===== src/rtl/dbus_access_ctrl.sv =====
// dbus_access_ctrl: one outstanding data-bus transaction per memory instruction; latches the request,
// holds it until data_ok, registers the load word and stalls upstream. Watchdog option: DBUS_TIMEOUT_EN.

typedef struct packed {
  logic        valid;
  logic [63:0] addr;
  logic [2:0]  size;
  logic [7:0]  strobe;
  logic [63:0] data;
} dbus_req_t;

typedef struct packed {
  logic        addr_ok;
  logic        data_ok;
  logic [63:0] data;
} dbus_resp_t;

module dbus_access_ctrl #(
  parameter int unsigned TIMEOUT_CYCLES = 255
) (
  input  logic        i_clk,
  input  logic        i_reset,
  input  logic        i_flush,
  input  dbus_req_t   i_mreq,
  output dbus_req_t   o_dreq,
  input  dbus_resp_t  i_dresp,
  output logic        o_stall_m,
  output logic [63:0] o_rdata,
  output logic        o_done,
  output logic        o_bus_err
);

  typedef enum logic [1:0] {S_IDLE, S_BUSY, S_DONE} state_t;

  state_t      r_state;
  state_t      w_state_nxt;
  logic [63:0] r_addr;
  logic [2:0]  r_size;
  logic [7:0]  r_strobe;
  logic [63:0] r_data;
  logic        r_kill;
  logic [63:0] r_rdata;
  logic        w_accept;
  logic        w_timeout;
  logic        w_unused;

  assign w_accept = (r_state == S_IDLE) && i_mreq.valid && !i_flush;

  // addr_ok never advances the FSM; data_ok alone completes a transaction.
  assign w_unused = &{1'b0, i_dresp.addr_ok, (TIMEOUT_CYCLES != 0)};

`ifdef DBUS_TIMEOUT_EN
  localparam int unsigned TW = $clog2(TIMEOUT_CYCLES + 1);

  logic [TW-1:0] r_timer;
  logic          r_bus_err;

  // Fires on the last of TIMEOUT_CYCLES BUSY cycles if the bus is still silent.
  assign w_timeout = (r_state == S_BUSY) && !i_dresp.data_ok &&
                     (r_timer == TW'(TIMEOUT_CYCLES - 1));

  always_ff @(posedge i_clk) begin
    if (i_reset) begin
      r_timer   <= '0;
      r_bus_err <= 1'b0;
    end else begin
      if (w_accept)
        r_timer <= '0;
      else if (r_state == S_BUSY)
        r_timer <= r_timer + 1'b1;
      if (w_timeout)
        r_bus_err <= 1'b1;
    end
  end

  assign o_bus_err = r_bus_err;
`else
  assign w_timeout = 1'b0;
  assign o_bus_err = 1'b0;
`endif

  always_ff @(posedge i_clk) begin
    if (i_reset)
      r_state <= S_IDLE;
    else
      r_state <= w_state_nxt;
  end

  always_comb begin
    w_state_nxt = r_state;
    case (r_state)
      S_IDLE:  if (w_accept) w_state_nxt = S_BUSY;
      S_BUSY:  if (i_dresp.data_ok || w_timeout) w_state_nxt = S_DONE;
      S_DONE:  w_state_nxt = S_IDLE;
      default: w_state_nxt = S_IDLE;
    endcase
  end

  always_comb begin
    o_dreq    = '0;
    o_stall_m = 1'b0;
    o_done    = 1'b0;
    case (r_state)
      S_IDLE: o_stall_m = i_mreq.valid && !i_flush;
      S_BUSY: begin
        o_dreq.valid  = 1'b1;
        o_dreq.addr   = r_addr;
        o_dreq.size   = r_size;
        o_dreq.strobe = r_strobe;
        o_dreq.data   = r_data;
        o_stall_m     = 1'b1;
      end
      S_DONE:  o_done = !r_kill;
      default: ;
    endcase
  end

  always_ff @(posedge i_clk) begin
    if (i_reset) begin
      r_addr   <= '0;
      r_size   <= '0;
      r_strobe <= '0;
      r_data   <= '0;
      r_kill   <= 1'b0;
      r_rdata  <= '0;
    end else begin
      if (w_accept) begin
        r_addr   <= i_mreq.addr;
        r_size   <= i_mreq.size;
        r_strobe <= i_mreq.strobe;
        r_data   <= i_mreq.data;
      end
      // A squashed instruction still finishes on the bus; only its done pulse is suppressed.
      if (r_state == S_DONE)
        r_kill <= 1'b0;
      else if (r_state == S_BUSY && i_flush)
        r_kill <= 1'b1;
      if (w_timeout)
        r_rdata <= '0;
      else if (r_state == S_BUSY && i_dresp.data_ok)
        r_rdata <= i_dresp.data;
    end
  end

  assign o_rdata = r_rdata;

endmodule

===== config.mk =====
export PLATFORM = sky130hd
export DESIGN_NAME = dbus_access_ctrl
export DESIGN_NICKNAME = d
export VERILOG_FILES = /design/src/rtl/dbus_access_ctrl.sv
export SDC_FILE = /design/constraint.sdc
export NUM_CORES = 1
export LEC_CHECK = 0
export CELL_PAD_IN_SITES_DETAIL_PLACEMENT = 1
export CELL_PAD_IN_SITES_GLOBAL_PLACEMENT = 2
export CORE_ASPECT_RATIO = 1.1
export CORE_MARGIN = 1.5
export CORE_UTILIZATION = 19
export CTS_CLUSTER_SIZE = 16
export DETAILED_ROUTE_END_ITERATION = 16
export PLACE_DENSITY_LB_ADDON = 0.1
export SLEW_MARGIN = 20
export SYNTH_ARGS = -nofsm -noshare
export SYNTH_HDL_FRONTEND = slang
export SYNTH_SLANG_ARGS = --single-unit
export TNS_END_PERCENT = 20

===== constraint.sdc =====
create_clock -name i_clk -period 1.8 [get_ports i_clk]
set_clock_uncertainty 0.15 [all_clocks]
set_input_delay 0.27 -clock i_clk [delete_from_list [all_inputs] [get_ports i_clk]]
set_output_delay 0.27 -clock i_clk [all_outputs]
set_load 0.01 [all_outputs]

==> reports/metrics.cfg <==
[min_path]
hp-class=input pin to flip-flop

[critical_path]
path_cells=nor2b_4, buf_12, buf_8, clkbuf_16, and2_4, buf_6
critPathArrivalTime_ns=1.79
r2r-end=r_data[19]
crit_type=flip-flop to primary output
crit_required_ns=1.38
timing.critical_path.max_delay_family=buffers and inverters
path_buf_inv=4
crit_end=o_dreq[92]
startpoint=r_state[0]
cpPeakStageDelay_ns=0.33
path_depth=6
rrSetupSlack_ns=-0.01
end_kind=primary output
crit_slowest_cell=dfxtp_2
cp_max_fo=7
reg2reg_from=r_state[1]
worstRegToRegCells=5
start_kind=flip-flop

[floorplan]
die_area_mm2=0.0438
fp-row-count=79
initial_core_util_pct=19.2
die_h_um=219
die_width_um=200
io_pins=416
core-area_mm2=0.0421

[placement]
portBuffers=413
dpl.cell_count=1985
post_dp_cell_area_mm2=0.0130
gp_congestion=0.717
dp_slack_ns=-0.261
dp_hpwl_um=23700

[logic_synthesis]
muxShareOfSynthArea_pct=0
synth_fa_ha_area_share_pct=0
syn-num-nets=1263
synth_top_family_by_area=simple AND/OR/NAND/NOR gates
ys_seq_area_share_pct=51.1
post-synth-top-area-cell=dfxtp_1
synthXorXnorAreaFrac_pct=0
yosysWarningCount=0
syn_area_mm2=0.00808
synthTopCellsByArea=dfxtp_1 (51%), nand2_1 (19%), a21oi_1 (13%)
synth_cells=1054
synth_cell_types=20
synth_compound_area_share_pct=12.8
yosys.area.top_type_share_pct=51.1
synth_simple_gate_area_share_pct=30.5
syn_avg_cell_area_um2=7.66
ys_seq_elements=206

[power]
p_leak_nw=5.50
peakVddDrop_mv=0.687
finalPower_mw=11.9
p_per_area_mw_per_mm2=848

[clock_network]
cts_buffers=28
cts-root-buf=clkbuf_16
cts_tree=yes
clk_pin_slew_ns=0.06
h-tree-depth=1
clk_latency_ns=0.55
clkSinkCount=206
cts_buffer_depth=3

[sta]
hold_viol=0
fin_ws_ns=-0.407
finalCritPeriodShare_pct=123
post-route-min-period_ns=2.21
setup_viol=212
slew_violations=0
max_freq_mhz=453
rsz0062_at_grt=true

[grt]
antenna_found_initial=9
grt_util_all_layers_pct=14.9
grt_pass1_vias=8299
grt_pass1_wl_um=49900
overflow=0
grt_start_max_net_pins=58

[route]
via_per_inst=4.08
dr.pass1.iters=4
ant_nets=0
vias=8384
post_drt_wl_per_cell_um=17.0
drc=0
routed_wl_um=34900
drtIter0Drc=252

[outcome]
violations=negative setup slack
status=finished, violations left

[layout]
multi_input_area_mm2=0.00365
fin_nets=1673
final_cells=2056
stdcell_area_mm2=0.0140
area_growth_pct=73.5
layout-drive-gt1-share_pct=19.2
nFillCells=5021
ff_latch_area_mm2=0.00413

[run]
max-cap-violations=0

[flip-flops by register name (all words and copies together) (netlist names)]
register  count
o_rdata      64
r_addr       64
r_data       64
r_kill        1
r_size        3
r_state       2
r_strobe      8
[Yosys cell counts, drive strengths merged]
master and count:
a21oi 204, a2111oi 1, a22oi 1, dfxtp 206
or4b 1, and3b 1, clkbuf 44, conb 1
nand3b 1, nor4b 1, nor2 4, and2 139
buf 41, inv 1, nor2b 1, nand2 406
nand2b 1
[worst min-delay path by stage]
stage / startpoint / endpoint / depth (start not counted)
6_report: i_mreq[120] / r_addr[45] / 3
5_1_grt: i_dresp[33] / o_rdata[33] / 3
4_1_cts: i_mreq[66] / r_strobe[2] / 3
3_5_place_dp: r_data[28] / r_data[28] / 2
3_3_place_gp: r_data[26] / r_data[26] / 2
2_1_floorplan: i_dresp[64] / r_state[0] / 1
[worst min-delay path: stages]
cell and delay (ns):
clkdlybuf4s50_1 0.39, nand2_1 0.05, a21oi_1 0.05
[stage by stage]
stage	hold WS [ns]	util, %	TNS, ns
2_1_floorplan	0.241	-	0
4_1_cts	0.0696	33.0	-91.47
5_1_grt	0.101	33.3	-70.50
3_3_place_gp	0.287	31.0	-48.66
3_5_place_dp	0.293	31.0	-49.35
6_report	0.115	33.3	-50.08
[final cells by class]
class | instances | share of cell area, %
inverter | 1 | 0.0268
tap | 567 | 5.06
timing repair buffer | 465 | 32.9
antenna | 7 | 0.125
sequential | 206 | 29.4
clock buffer | 47 | 6.37
multi-input combinational | 762 | 26.0
clock inverter | 1 | 0.0357
[cell usage in the layout, fill, tap and decap left out, drive strengths merged, types with 2 or more instances in the layout]
cell           instances
nand2                406
clkdlybuf4s50        270
dfxtp                206
a21oi                204
buf                  148
and2                 139
clkbuf                87
diode                  7
nor2                   4
dlymetal6s2s           4
clkdlybuf4s15          2
[per-layer routing]
| layer | global-route usage (%) | routed length [µm] |
|---|---|---|
| met1 | 17.4 | 14300 |
| met4 | 5.09 | 736 |
| met3 | 6.49 | 3460 |
| met5 | 0 | 45 |
| met2 | 24.1 | 16400 |
[power by group]
| part | leakage [nW] | switching, mW | total [mW] | internal (mW) |
|---|---|---|---|---|
| Clock | 0.443 | 2.13 | 5.45 | 3.33 |
| Combinational | 3.38 | 0.698 | 1.59 | 0.889 |
| Sequential | 1.68 | 0.0899 | 4.85 | 4.76 |
| Total | 5.50 | 2.91 | 11.9 | 8.98 |
[kinds of logic after synthesis]
family / count (synthesis)
and+or+nand+nor: 555
DFF: 206
AOI/OAI and AO/OA: 206
buffers and inverters: 86
other: 1
[what timing repair did]
action | CTS | global route
endpoints found under the hold margin | 15 | 0
resized for setup | 185 | 401
endpoints found under the setup margin | 271 | 316
hold buffers | 1 | 0
pin swaps | 1 | 39
setup buffers | 1 | 9
gates cloned | 0 | 7
No activity file was read; power rests on OpenSTA's default activity.
